File: config.mk
export PLATFORM = sky130hd
export DESIGN_NAME = pong_pattern_sequencer
export DESIGN_NICKNAME = d
export VERILOG_FILES = /design/src/rtl/pong_pattern_sequencer_pkg.sv /design/src/rtl/pong_pattern_sequencer_frame_divider.sv /design/src/rtl/pong_pattern_sequencer.sv
export SDC_FILE = /design/constraint.sdc
export NUM_CORES = 1
export LEC_CHECK = 0
export ABC_AREA = 1
export BUFFER_PORTS_ARGS = -buffer_cell sky130_fd_sc_hd__buf_2
export CORE_ASPECT_RATIO = 1.2
export CORE_MARGIN = 2
export CORE_UTILIZATION = 58
export CTS_BUF_LIST = sky130_fd_sc_hd__clkbuf_4 sky130_fd_sc_hd__clkbuf_8
export DETAILED_ROUTE_END_ITERATION = 10
export PLACE_DENSITY = 0.77
export SETUP_SLACK_MARGIN = 0.05
export SLEW_MARGIN = 20
export SYNTH_ARGS = -nofsm -noshare
export SYNTH_HDL_FRONTEND = slang
export SYNTH_SLANG_ARGS = --single-unit
File: constraint.sdc
create_clock -name clk -period 2.15 [get_ports clk]
set_input_delay 0.215 -clock clk [delete_from_list [all_inputs] [get_ports clk]]
set_output_delay 0.215 -clock clk [all_outputs]
set_load 0.005 [all_outputs]
File: src/rtl/pong_pattern_sequencer_pkg.sv
// pong_pattern_sequencer_pkg: shared game states, pattern select codes and defaults
package pong_pattern_sequencer_pkg;
  typedef enum logic [1:0] {ST_IDLE, ST_RUN, ST_SCORE, ST_OVER} state_t;
  localparam logic [1:0] SEL_RUN_A = 2'b00;
  localparam logic [1:0] SEL_RUN_B = 2'b01;
  localparam logic [1:0] SEL_SCORE = 2'b10;
  localparam logic [1:0] SEL_IDLE  = 2'b11;
  localparam int DEF_FRAME_DIV   = 25000;
  localparam int DEF_HOLD_FRAMES = 4;
  localparam int DEF_LIVES       = 3;
endpackage

File: src/rtl/pong_pattern_sequencer_frame_divider.sv
// frame_divider: free-running 0..FRAME_DIV-1 counter with a registered strobe on the last count
module frame_divider import pong_pattern_sequencer_pkg::*; #(
  parameter int FRAME_DIV = DEF_FRAME_DIV
) (
  input  logic clk,
  input  logic reset,
  output logic frame_tick
);
  localparam int CW = $clog2(FRAME_DIV);
  localparam logic [CW-1:0] LAST = CW'(FRAME_DIV - 1);
  localparam logic [CW-1:0] PRE  = CW'(FRAME_DIV - 2);
  logic [CW-1:0] cnt;
  // strobe is registered one count early so it is high while cnt == LAST
  always_ff @(posedge clk or negedge reset)
    if (!reset) begin
      cnt        <= '0;
      frame_tick <= 1'b0;
    end else begin
      cnt        <= cnt == LAST ? '0 : cnt + CW'(1);
      frame_tick <= cnt == PRE;
    end
endmodule

File: src/rtl/pong_pattern_sequencer.sv
// pong_pattern_sequencer: game state machine selecting dot-matrix patterns from start/score/miss events
module pong_pattern_sequencer import pong_pattern_sequencer_pkg::*; #(
  parameter int FRAME_DIV   = DEF_FRAME_DIV,
  parameter int HOLD_FRAMES = DEF_HOLD_FRAMES,
  parameter int LIVES       = DEF_LIVES
) (
  input  logic       clk,
  input  logic       reset,
  input  logic       start,
  input  logic       score_evt,
  input  logic       miss_evt,
  output logic [1:0] sel,
  output logic [1:0] lives,
  output logic [3:0] score,
  output logic       frame_tick
);
  state_t state, state_n;
  logic [1:0] sel_n, lives_n;
  logic [3:0] score_n, hold, hold_n;
  logic s1, s2, s3;
  logic start_p;
  frame_divider #(.FRAME_DIV(FRAME_DIV)) u_div (
    .clk       (clk),
    .reset     (reset),
    .frame_tick(frame_tick)
  );
  // s1/s2 synchronise the button, s3 remembers the previous level for edge detect
  assign start_p = s2 & ~s3;
  always_ff @(posedge clk or negedge reset)
    if (!reset) begin
      state        <= ST_IDLE;
      sel          <= SEL_IDLE;
      lives        <= 2'(LIVES);
      score        <= '0;
      hold         <= '0;
      {s3, s2, s1} <= '0;
    end else begin
      state        <= state_n;
      sel          <= sel_n;
      lives        <= lives_n;
      score        <= score_n;
      hold         <= hold_n;
      {s3, s2, s1} <= {s2, s1, start};
    end
  always_comb begin
    state_n = state;
    sel_n   = sel;
    lives_n = lives;
    score_n = score;
    hold_n  = hold;
    case (state)
      ST_IDLE, ST_OVER:
        if (start_p) begin
          state_n = ST_RUN;
          sel_n   = SEL_RUN_A;
          lives_n = 2'(LIVES);
          score_n = '0;
        end
      ST_RUN:
        if (miss_evt) begin
          lives_n = lives - 2'd1;
          state_n = lives == 2'd1 ? ST_OVER : ST_RUN;
          sel_n   = lives == 2'd1 ? SEL_IDLE : SEL_RUN_A;
        end else if (score_evt) begin
          state_n = ST_SCORE;
          sel_n   = SEL_SCORE;
          score_n = score == 4'hf ? score : score + 4'd1;
          hold_n  = 4'(HOLD_FRAMES);
        end else if (frame_tick)
          sel_n = sel == SEL_RUN_A ? SEL_RUN_B : SEL_RUN_A;
      ST_SCORE:
        if (frame_tick) begin
          hold_n  = hold - 4'd1;
          state_n = hold == 4'd1 ? ST_RUN : ST_SCORE;
          sel_n   = hold == 4'd1 ? SEL_RUN_A : SEL_SCORE;
        end
      default: ;
    endcase
  end
endmodule
==> flow_metrics.tcl, run 1 <==
set metrics [dict create \
    min_period_ps 1500 \
    clock_skew_ps 7.08 \
    vias_per_cell 5.02 \
    regToRegEndpoint "lives[0]$_DFFE_PN1P_" \
    synth-async-reset-ratio_pct 100 \
    yosys_cell_types 24 \
    post_route_worst_setup_slack_ps 650 \
    synth.ff_latch_count 33 \
    critPathBufInv 2 \
    cp_max_fo 7 \
    synth_enable_flop_cells 0 \
    worst-path-stages 8 \
    timing.critical_path.cells "inv_1 > ha_1 > inv_2 > nand2_1 > nand2_1 > nor2_1 > o21ai_0 > o21ai_0" \
    synth_top_area_cell "dfrtp_1" \
    mappedNetlistNets 254 \
    post_cts_hold_buffer_count 2 \
    wl_microns 3440 \
    hpwlAfterDp_microns 2570 \
    finalInstanceArea_sq_mm 0.00206 \
    setup_viol 0 \
    synthesis.area_sq_mm 0.00187 \
    critical_path_arrival_ps 1750 \
    chipWidth_microns 55.8 \
    ys_dominant_reg_cell "dfrtp_1" \
    port-buffer-count 13 \
    synth_cells 240 \
    tritoncts_buffer_count 5 \
    insertedDiodeCount 0 \
    detailed_place.area_sq_mm 0.00198 \
    num-fill-cells 249 \
    syn_to_final_growth_pct 10.2 \
    final-hold-violation-count 0 \
    r2r-start "state[1]$_DFFE_PN0P_" \
    row_count 22 \
    first_global_vias 1430 \
    drv_cap 0 \
    drc 0 \
    fin_cells 299 \
    drive_above_1_share_pct 16.0 \
    globalplace.congestion 0.833 \
    timing.slew.headroom_pct 52.2 \
    htreeDepth 2 \
    setup-tns-final_ps 0 \
    cp-start-kind "register" \
    synth_warnings 0 \
    timing.critical_path.to_type "register" \
    detailed_route_via_count 1502 \
    status "complete, no violations" \
    route.antenna.remaining_nets 0 \
    reg2reg_slack_ps 650 \
    clock_tree.root_cell "clkbuf_4" \
    gr-usage-all-layers_pct 21.5 \
    syn_area_per_cell_sq_um 7.78 \
    firstDrtPassIters 5 \
    detail_route.wl_per_cell_microns 11.5 \
    synth_sequential_area_ratio_pct 44.5 \
    worst_case_reg_to_reg_path_depth 8 \
    report.power.total_mw 1.95 \
    yosys.cell_count.top_type "nand2_1" \
    post-place-cells 289 \
    area_of_the_core_sq_mm 0.00306 \
    timing.critical_path.max_delay_family "flip-flops" \
    ctsResizeCount 0 \
    proportion_of_netlist_area_held_by_the_largest_area_contributor_pct 38.8 \
    crit_type "register to register" \
    globalRouteOverflowTotal 0 \
    synth_area_leaders "dfrtp_1, nand2_1, inv_1, ha_1, nor2_1" \
    irDropWorstVdd_v 0.000601 \
    cts.sinks 33 \
    tritoncts "done" \
    multi_input_area_sq_um 902 \
    timing.hold.worst.class "primary input to register" \
    power.density_mw_per_mm2 946 \
    cp.required_ps 2400 \
    initial_utilization_pct 61.1 \
    worst-slew-pin-transition_ps 718 \
    nNetsFinal 276 \
    clock_latency_ps 330 \
    grt_start_max_net_pins 34 \
    post_synth_most_frequent_cells "nand2_1, inv_1, nor2_1" \
    postCtsSetupRepairBufs 0 \
    whs_path_depth 5 \
    place_ws_ps 623 \
    grt_first_pass_wirelength_microns 6100 \
    setup_repair_after_global_routing_missed_its_margin "no" \
    period_share_pct 69.8 \
    antenna_found_initial 0 \
    cts_max_path_buffers 2 \
    holdPathEnd "sel[0]$_DFFE_PN1P_" \
    max_clock_freq_mhz 667 \
    power.leakage_nw 1.04 \
    hold_start "miss_evt" \
    num_io_pins 14 \
    area.sequential_sq_um 831 \
    crit_slowest_cell "dfrtp_1" \
    clkSlewWorstSetupHoldPaths_ps 100 \
    crit_path_max_incr_delay_ps 400 \
    pins_over_slew_limit 0 \
    die_h_microns 66.2 \
    die-area_sq_mm 0.00369 \
    drtIter0Drc 68 \
]
per-layer routing:
layer | share of wire (%) | GRT usage, %
met5 | 0 | 0
met4 | 1.5 | 9.15
met3 | 3.6 | 5.48
met2 | 51 | 37.5
met1 | 44 | 25.1
logic make-up (layout without fill, tap and decap cells):
family                   Yosys count  count (layout)  share of synthesized area (%)
AO/OA/AOI/OAI                     21              21                           5.63
buffers and inverters             36              59                           7.23
adder cells (fa/ha/maj)            9               9                           6.03
AND/OR/NAND/NOR                  131             131                           31.9
XOR/XNOR                          10              10                           4.69
flip-flops                        33              33                           44.5
cell type report:
cell class	count	area share [%]
multi-input combinational	171	43.8
timing repair buffer	15	4.13
tap	36	2.19
inverter	36	6.57
sequential	33	40.4
clock buffer	8	2.92
layout by cell type, fill, tap and decap left out, types with 2 or more instances in the layout:
master / instances
nor2_1: 30
clkbuf_4: 8
inv_1: 34
xnor2_1: 3
a21oi_1: 3
inv_2: 2
xor2_1: 7
nand3_1: 17
o21ai_0: 16
ha_1: 9
nor2_4: 2
nand2_2: 2
or2_2: 2
buf_2: 13
nand4_1: 4
o21ai_1: 2
dlygate4sd3_1: 2
nor3_1: 2
dfrtp_1: 29
dfstp_2: 4
nand3_2: 2
nor2_2: 4
nand2_1: 62
sequential cells by signal, summed over array words and instances (netlist names), 2 cells and up:
register and flops:
hold 4, score 4, state 2, sel 2, lives 2, u_div.cnt 15
how the worst max path moves through the flow:
stage,from,end,slack [ps]
4_1_cts,state[1]$_DFFE_PN0P_,lives[0]$_DFFE_PN1P_,610
6_report,state[1]$_DFFE_PN0P_,lives[0]$_DFFE_PN1P_,650
3_3_place_gp,state[0]$_DFFE_PN0P_,state[0]$_DFFE_PN0P_,670
3_5_place_dp,state[1]$_DFFE_PN0P_,lives[0]$_DFFE_PN1P_,620
2_1_floorplan,state[0]$_DFFE_PN0P_,score[2]$_DFFE_PN0P_,860
5_1_grt,state[1]$_DFFE_PN0P_,lives[0]$_DFFE_PN1P_,410
power by group:
part	switching, mW	internal (mW)	total, mW	leakage, nW
logic	0.473	0.267	0.740	0.588
registers	0.0804	0.757	0.838	0.418
clock network	0.202	0.168	0.370	0.0368
tightest hold or removal path, delay by kind of cell:
family | cells | cell delay (ps)
buffers and inverters | 2 | 170
AND/OR/NAND/NOR | 2 | 150
AO/OA/AOI/OAI | 1 | 70
stage by stage:
| step | utilization, % | hold slack [ps] |
|---|---|---|
| after floorplan | - | -80.6 |
| after global placement | 64.7 | 307 |
| after detailed placement | 64.7 | 310 |
| after CTS | 67.4 | 291 |
| after global routing | 67.4 | 343 |
| final | 67.4 | 306 |
(Power assumes the default switching activity.)
==> run 2, diff against run 1 <==
==> constraint.sdc (replaced) <==
create_clock -name clk -period 1.5 [get_ports clk]
set_input_delay 0.15 -clock clk [delete_from_list [all_inputs] [get_ports clk]]
set_output_delay 0.15 -clock clk [all_outputs]
set_load 0.005 [all_outputs]
==> flow_metrics.tcl, run 2 (synthesized netlist as in run 1, its figures left out) <==
set metrics [dict create \
    crit_slowest_cell "dfrtp_1" \
    detail_route.wl_per_cell_microns 12.0 \
    final_common_cell "nand2_1" \
    firstDrtPassIters 4 \
    crit_type "register to register" \
    gr-usage-all-layers_pct 22.9 \
    irDropWorstVdd_v 0.000850 \
    globalplace.congestion 0.817 \
    finalInstanceArea_sq_mm 0.00222 \
    grt_first_pass_wirelength_microns 6440 \
    tritoncts_buffer_count 5 \
    drive_above_1_share_pct 24.4 \
    area_of_the_core_sq_mm 0.00306 \
    worst-slew-pin-transition_ps 272 \
    critical_path_arrival_ps 1580 \
    first_global_vias 1547 \
    die-area_sq_mm 0.00369 \
    timing.slew.headroom_pct 81.8 \
    cts_max_path_buffers 2 \
    detailed_route_via_count 1563 \
    drc 0 \
    port-buffer-count 13 \
    power.density_mw_per_mm2 1400 \
    insertedDiodeCount 0 \
    cp.required_ps 1720 \
    largest-register "u_div.cnt" \
    clock_latency_ps 340 \
    clkSlewWorstSetupHoldPaths_ps 90 \
    max_clock_freq_mhz 739 \
    vias_per_cell 5.09 \
    wl_microns 3680 \
    cp_max_fo 8 \
    biggestRegsByFlops "u_div.cnt: 15 flops, hold: 4 flops, score: 4 flops" \
    chipWidth_microns 55.8 \
    critPathBufInv 1 \
    layout_common_cells "nand2_1, inv_1, nor2_1, dfrtp_1, nand3_1" \
    timing.critical_path.cells "ha_2 > nand2_2 > nor2_4 > nand2_1 > xor2_1 > inv_1" \
    clock_skew_ps 14.6 \
    htreeDepth 2 \
    globalRouteOverflowTotal 0 \
    status "complete, no violations" \
    largest_register_ff_count 15 \
    drtIter0Drc 53 \
    antenna_found_initial 0 \
    detailed_place.area_sq_mm 0.00201 \
    grt_start_max_net_pins 34 \
    num_io_pins 14 \
    cts.sinks 33 \
    timing.critical_path.max_delay_family "flip-flops" \
    tritoncts "done" \
    power.leakage_nw 1.09 \
    row_count 22 \
    min_period_ps 1350 \
    route.antenna.remaining_nets 0 \
    period_share_pct 90.2 \
    clock_tree.root_cell "clkbuf_4" \
    final-hold-violation-count 0 \
    timing.hold.worst.class "primary input to register" \
    die_h_microns 66.2 \
    setup_repair_after_global_routing_missed_its_margin "yes" \
    timing.critical_path.to_type "register" \
    pins_over_slew_limit 0 \
    drv_cap 0 \
    setup_viol 0 \
    hpwlAfterDp_microns 2600 \
    crit_path_max_incr_delay_ps 420 \
    cp-start-kind "register" \
    nNetsFinal 284 \
    initial_utilization_pct 61.1 \
    finish.utilization_pct 72.6 \
    syn_to_final_growth_pct 18.7 \
]
[run 2: cell count changes in the layout (fill, tap and decap cells not counted), sizes merged]
| cell | change |
|---|---|
| buf | +8 |
[run 2: power breakdown]
part           total, mW  switching (mW)  internal, mW
Combinational       1.35           0.799         0.552
Sequential          1.20           0.109          1.09
Clock              0.567           0.300         0.267
[run 2: cell type report]
type	count	area (sq um)
tap	36	45.0
multi-input combinational	171	978
clock buffer	8	66.3
timing repair buffer	23	158
inverter	36	138
fill	234	838
sequential	33	832
[run 2: through the flow]
step                      setup TNS [ps]  std cells  hold WS [ps]  power (mW)  setup slack [ps]
after floorplan                        0        240          -146        1.97               208
after global placement                 0        292           116        2.28              17.7
after CTS                              0        303           201        2.92              59.7
after global routing                   0        307           257        3.41              38.4
final                                  0        307           233        3.11               147
after detailed placement           -8.30        292           119        2.30             -8.30
[run 2: path summary, 6_finish.rpt]
| path | depth (start not counted) | from | slack (ps) | end |
|---|---|---|---|---|
| min in group asynchronous | 3 | reset | 280 | s2$_DFF_PN0_ |
| hold / removal | 5 | miss_evt | 230 | sel[0]$_DFFE_PN1P_ |
| setup / recovery | 6 | u_div.cnt[1]$_DFF_PN0_ | 150 | u_div.cnt[10]$_DFF_PN0_ |
| setup reg to reg | 6 | u_div.cnt[1]$_DFF_PN0_ | 150 | u_div.cnt[10]$_DFF_PN0_ |
| hold reg to reg | 0 | s1$_DFF_PN0_ | 360 | s2$_DFF_PN0_ |
| max in group asynchronous | 3 | reset | 970 | lives[1]$_DFFE_PN1P_ |
[run 2: timing repair]
| item | CTS | global route |
|---|---|---|
| gates resized for setup | 2 | 21 |
| buffers inserted | 1 | 4 |
| pin swaps | 0 | 4 |
| hold endpoints to repair | 34 | 0 |
| hold buffers | 2 | 0 |
| endpoints found under the setup margin | 8 | 18 |
[run 2: metal layers]
metal,wire length (microns),GRT usage (%),vias to the layer above
met4,121,15.2,0
met5,0,0,-
met2,1860,38.5,29
met3,122,5.87,13
met1,1580,25.5,713
li1,-,-,808
[run 2: tightest hold or removal path: stages]
cell and delay (ps):
buf_2 100, inv_1 70, o21ai_0 80, nand3_1 70, nand2_1 60
==> run 3, diff against run 2 <==
--- a/config.mk
+++ b/config.mk
@@ -5,14 +5,13 @@
 export SDC_FILE = /design/constraint.sdc
 export NUM_CORES = 1
 export LEC_CHECK = 0
-export ABC_AREA = 1
 export BUFFER_PORTS_ARGS = -buffer_cell sky130_fd_sc_hd__buf_2
 export CORE_ASPECT_RATIO = 1.2
 export CORE_MARGIN = 2
-export CORE_UTILIZATION = 58
+export CORE_UTILIZATION = 50
 export CTS_BUF_LIST = sky130_fd_sc_hd__clkbuf_4 sky130_fd_sc_hd__clkbuf_8
 export DETAILED_ROUTE_END_ITERATION = 10
-export PLACE_DENSITY = 0.77
+export PLACE_DENSITY = 0.68
 export SETUP_SLACK_MARGIN = 0.05
 export SLEW_MARGIN = 20
 export SYNTH_ARGS = -nofsm -noshare
==> flow_metrics.tcl, run 3 <==
set metrics [dict create \
    status "finished with violations" \
    violations "DRC, setup timing" \
    num-fill-cells 232 \
    route.antenna.remaining_nets 0 \
    row_count 23 \
    clock_latency_ps 290 \
    crit_type "register to register" \
    synth_warnings 0 \
    detail_route.wl_per_cell_microns 15.9 \
    synth_area_leaders "dfrtp_1, ha_1, dfstp_2, xor2_1, inv_1" \
    cts.sinks 33 \
    place_ws_ps -253 \
    timing.hold.worst.class "primary input to register" \
    die-area_sq_mm 0.00408 \
    period_share_pct 113 \
    biggestRegsByFlops "u_div.cnt: 15 flops, hold: 4 flops, score: 4 flops" \
    final-hold-violation-count 0 \
    synth_sequential_area_ratio_pct 46.3 \
    hold_start "miss_evt" \
    largest_register_ff_count 15 \
    synth_enable_flop_cells 0 \
    detailed_route_via_count 1508 \
    muxShareOfSynthArea_pct 4.12 \
    critPathBufInv 2 \
    syn_to_final_growth_pct 39.6 \
    reg2reg_slack_ps -200 \
    tritoncts "done" \
    synth_top_family_by_area "simple AND/OR/NAND/NOR gates" \
    first_global_vias 1631 \
    globalRouteOverflowTotal 0 \
    pins_over_slew_limit 0 \
    wl_microns 4360 \
    min_period_ps 1700 \
    drive_above_1_share_pct 46.6 \
    htreeDepth 2 \
    area_of_the_core_sq_mm 0.00340 \
    drtIter0Drc 75 \
    initial_utilization_pct 52.8 \
    proportion_of_netlist_area_held_by_the_largest_area_contributor_pct 40.5 \
    port-buffer-count 13 \
    clock_tree.root_cell "clkbuf_8" \
    largest-register "u_div.cnt" \
    vias_per_cell 5.48 \
    cp-endpoint "hold[1]$_DFFE_PN0P_" \
    cts_max_path_buffers 2 \
    nNetsFinal 251 \
    tritoncts_buffer_count 5 \
    synth-async-reset-ratio_pct 100 \
    cp.required_ps 1720 \
    worst_case_reg_to_reg_path_depth 6 \
    synth-adder-area-share_pct 6.28 \
    setup_repair_after_global_routing_missed_its_margin "yes" \
    critical_path.startpoint "state[1]$_DFFE_PN0P_" \
    mappedNetlistNets 191 \
    setup_viol 13 \
    regToRegEndpoint "hold[1]$_DFFE_PN0P_" \
    irDropWorstVdd_v 0.000578 \
    yosys.cell_count.top_type "dfrtp_1" \
    synthesis.area_sq_mm 0.00179 \
    die_h_microns 69.6 \
    critical_path_arrival_ps 1910 \
    yosys_cell_types 43 \
    insertedDiodeCount 0 \
    drv_cap 0 \
    worst-path-stages 6 \
    clock_skew_ps 7.14 \
    r2r-start "state[1]$_DFFE_PN0P_" \
    layout_common_cells "buf_4, dfrtp_1, inv_1, buf_2, nand2_1" \
    chipWidth_microns 58.7 \
    synth_simple_gate_area_share_pct 23.9 \
    clkSlewWorstSetupHoldPaths_ps 70 \
    grt_start_max_net_pins 18 \
    cp-start-kind "register" \
    synth_xor_xnor_area_share_pct 5.37 \
    drc 2 \
    synth_cells 177 \
    syn_area_per_cell_sq_um 10.1 \
    timing.critical_path.to_type "register" \
    antenna_found_initial 0 \
    globalplace.congestion 0.801 \
    crit_slowest_cell "a2111o_1" \
    worst-slew-pin-transition_ps 426 \
    gr-usage-all-layers_pct 23.1 \
    power.leakage_nw 1.20 \
    timing.slew.headroom_pct 71.6 \
    crit_path_max_incr_delay_ps 480 \
    cp_max_fo 8 \
    finish.utilization_pct 73.7 \
    grt_first_pass_wirelength_microns 7180 \
    post_synth_most_frequent_cells "dfrtp_1, inv_1, nor2_1" \
    synth_top_area_cell "dfrtp_1" \
    synth_compound_area_share_pct 9.84 \
    timing.critical_path.cells "inv_2 > ha_2 > nor2b_1 > a2111o_1 > buf_4 > o21ai_1" \
    synth.ff_latch_count 33 \
    final_common_cell "buf_4" \
    num_io_pins 14 \
    power.density_mw_per_mm2 659 \
    firstDrtPassIters 7 \
    hpwlAfterDp_microns 2870 \
    ys_dominant_reg_cell "dfrtp_1" \
    timing.critical_path.max_delay_family "compound AO/OA/AOI/OAI gates" \
    post_route_worst_setup_slack_ps -198 \
    max_clock_freq_mhz 589 \
]
## run 3: cell count changes in the layout (fill, tap and decap cells not counted), moves of 4 or more
cell	before	now
nor2_1	28	7
clkbuf_4	7	3
inv_1	32	13
clkbuf_8	1	5
nand2_1	57	11
buf_4	7	39
nand2_2	7	0
mux2i_1	0	4
nand3_1	16	8
o21ai_0	14	3
## run 3: final cells by class
type                       instances  area [sq um]  share of cell area, %
sequential                        33           832                   33.2
multi-input combinational        125          1060                   42.2
tap                               37          46.3                   1.85
timing repair buffer              57           420                   16.8
inverter                          15          56.3                   2.25
clock buffer                       8          91.3                   3.65
## run 3: metrics by stage
step | TNS (ps) | area [sq um] | total power [mW] | hold WS (ps) | cells
finish | -1790 | 2500 | 1.65 | 284 | 275
global route | -2980 | 2500 | 1.70 | 313 | 275
detailed placement | -2350 | 2160 | 0.952 | 112 | 253
floorplan | -568 | 1830 | 0.919 | -146 | 177
global placement | -1390 | 2160 | 0.950 | 95.7 | 253
CTS | -1600 | 2370 | 1.66 | 280 | 269
## run 3: tightest hold or removal path, delay by kind of cell
kind,cells,cell delay [ps]
buffers and inverters,1,160
AOI/OAI and AO/OA,1,60
and+or+nand+nor,1,100
muxes,1,110
## run 3: cell families (layout without fill, tap and decap cells)
| family | count (synthesis) | in the layout |
|---|---|---|
| compound gates | 27 | 27 |
| simple gates | 71 | 71 |
| xor+xnor | 11 | 11 |
| buf+inv | 19 | 80 |
| flops | 33 | 33 |
| mux | 7 | 7 |
| fa+ha+maj | 9 | 9 |
## run 3: repair_timing
item,in CTS,in global routing
resized for setup,15,21
setup endpoints to repair,21,22
pin swaps,15,8
hold buffers,2,0
buffers inserted,6,6
endpoints found under the hold margin,15,0
## run 3: per-layer routing
layer / share of wire (%) / GRT usage [%]
met1: 39 / 24.3
met2: 55 / 42.3
met3: 3.0 / 5.04
met4: 2.5 / 10.1
met5: 0 / 0
## run 3: how the worst min path moves through the flow
stage	to	cells past startpoint
after floorplan	hold[0]$_DFFE_PN0P_	0
after global placement	score[3]$_DFFE_PN0P_	1
after detailed placement	score[3]$_DFFE_PN0P_	1
after CTS	sel[0]$_DFFE_PN1P_	5
after global routing	lives[1]$_DFFE_PN1P_	4
final	lives[1]$_DFFE_PN1P_	4
## run 3: report_power, final
part           total, mW  internal (mW)  switching, mW
logic             0.0424         0.0145         0.0279
clock network      0.709          0.384          0.326
registers          0.897          0.895        0.00228
total               1.65           1.29          0.356
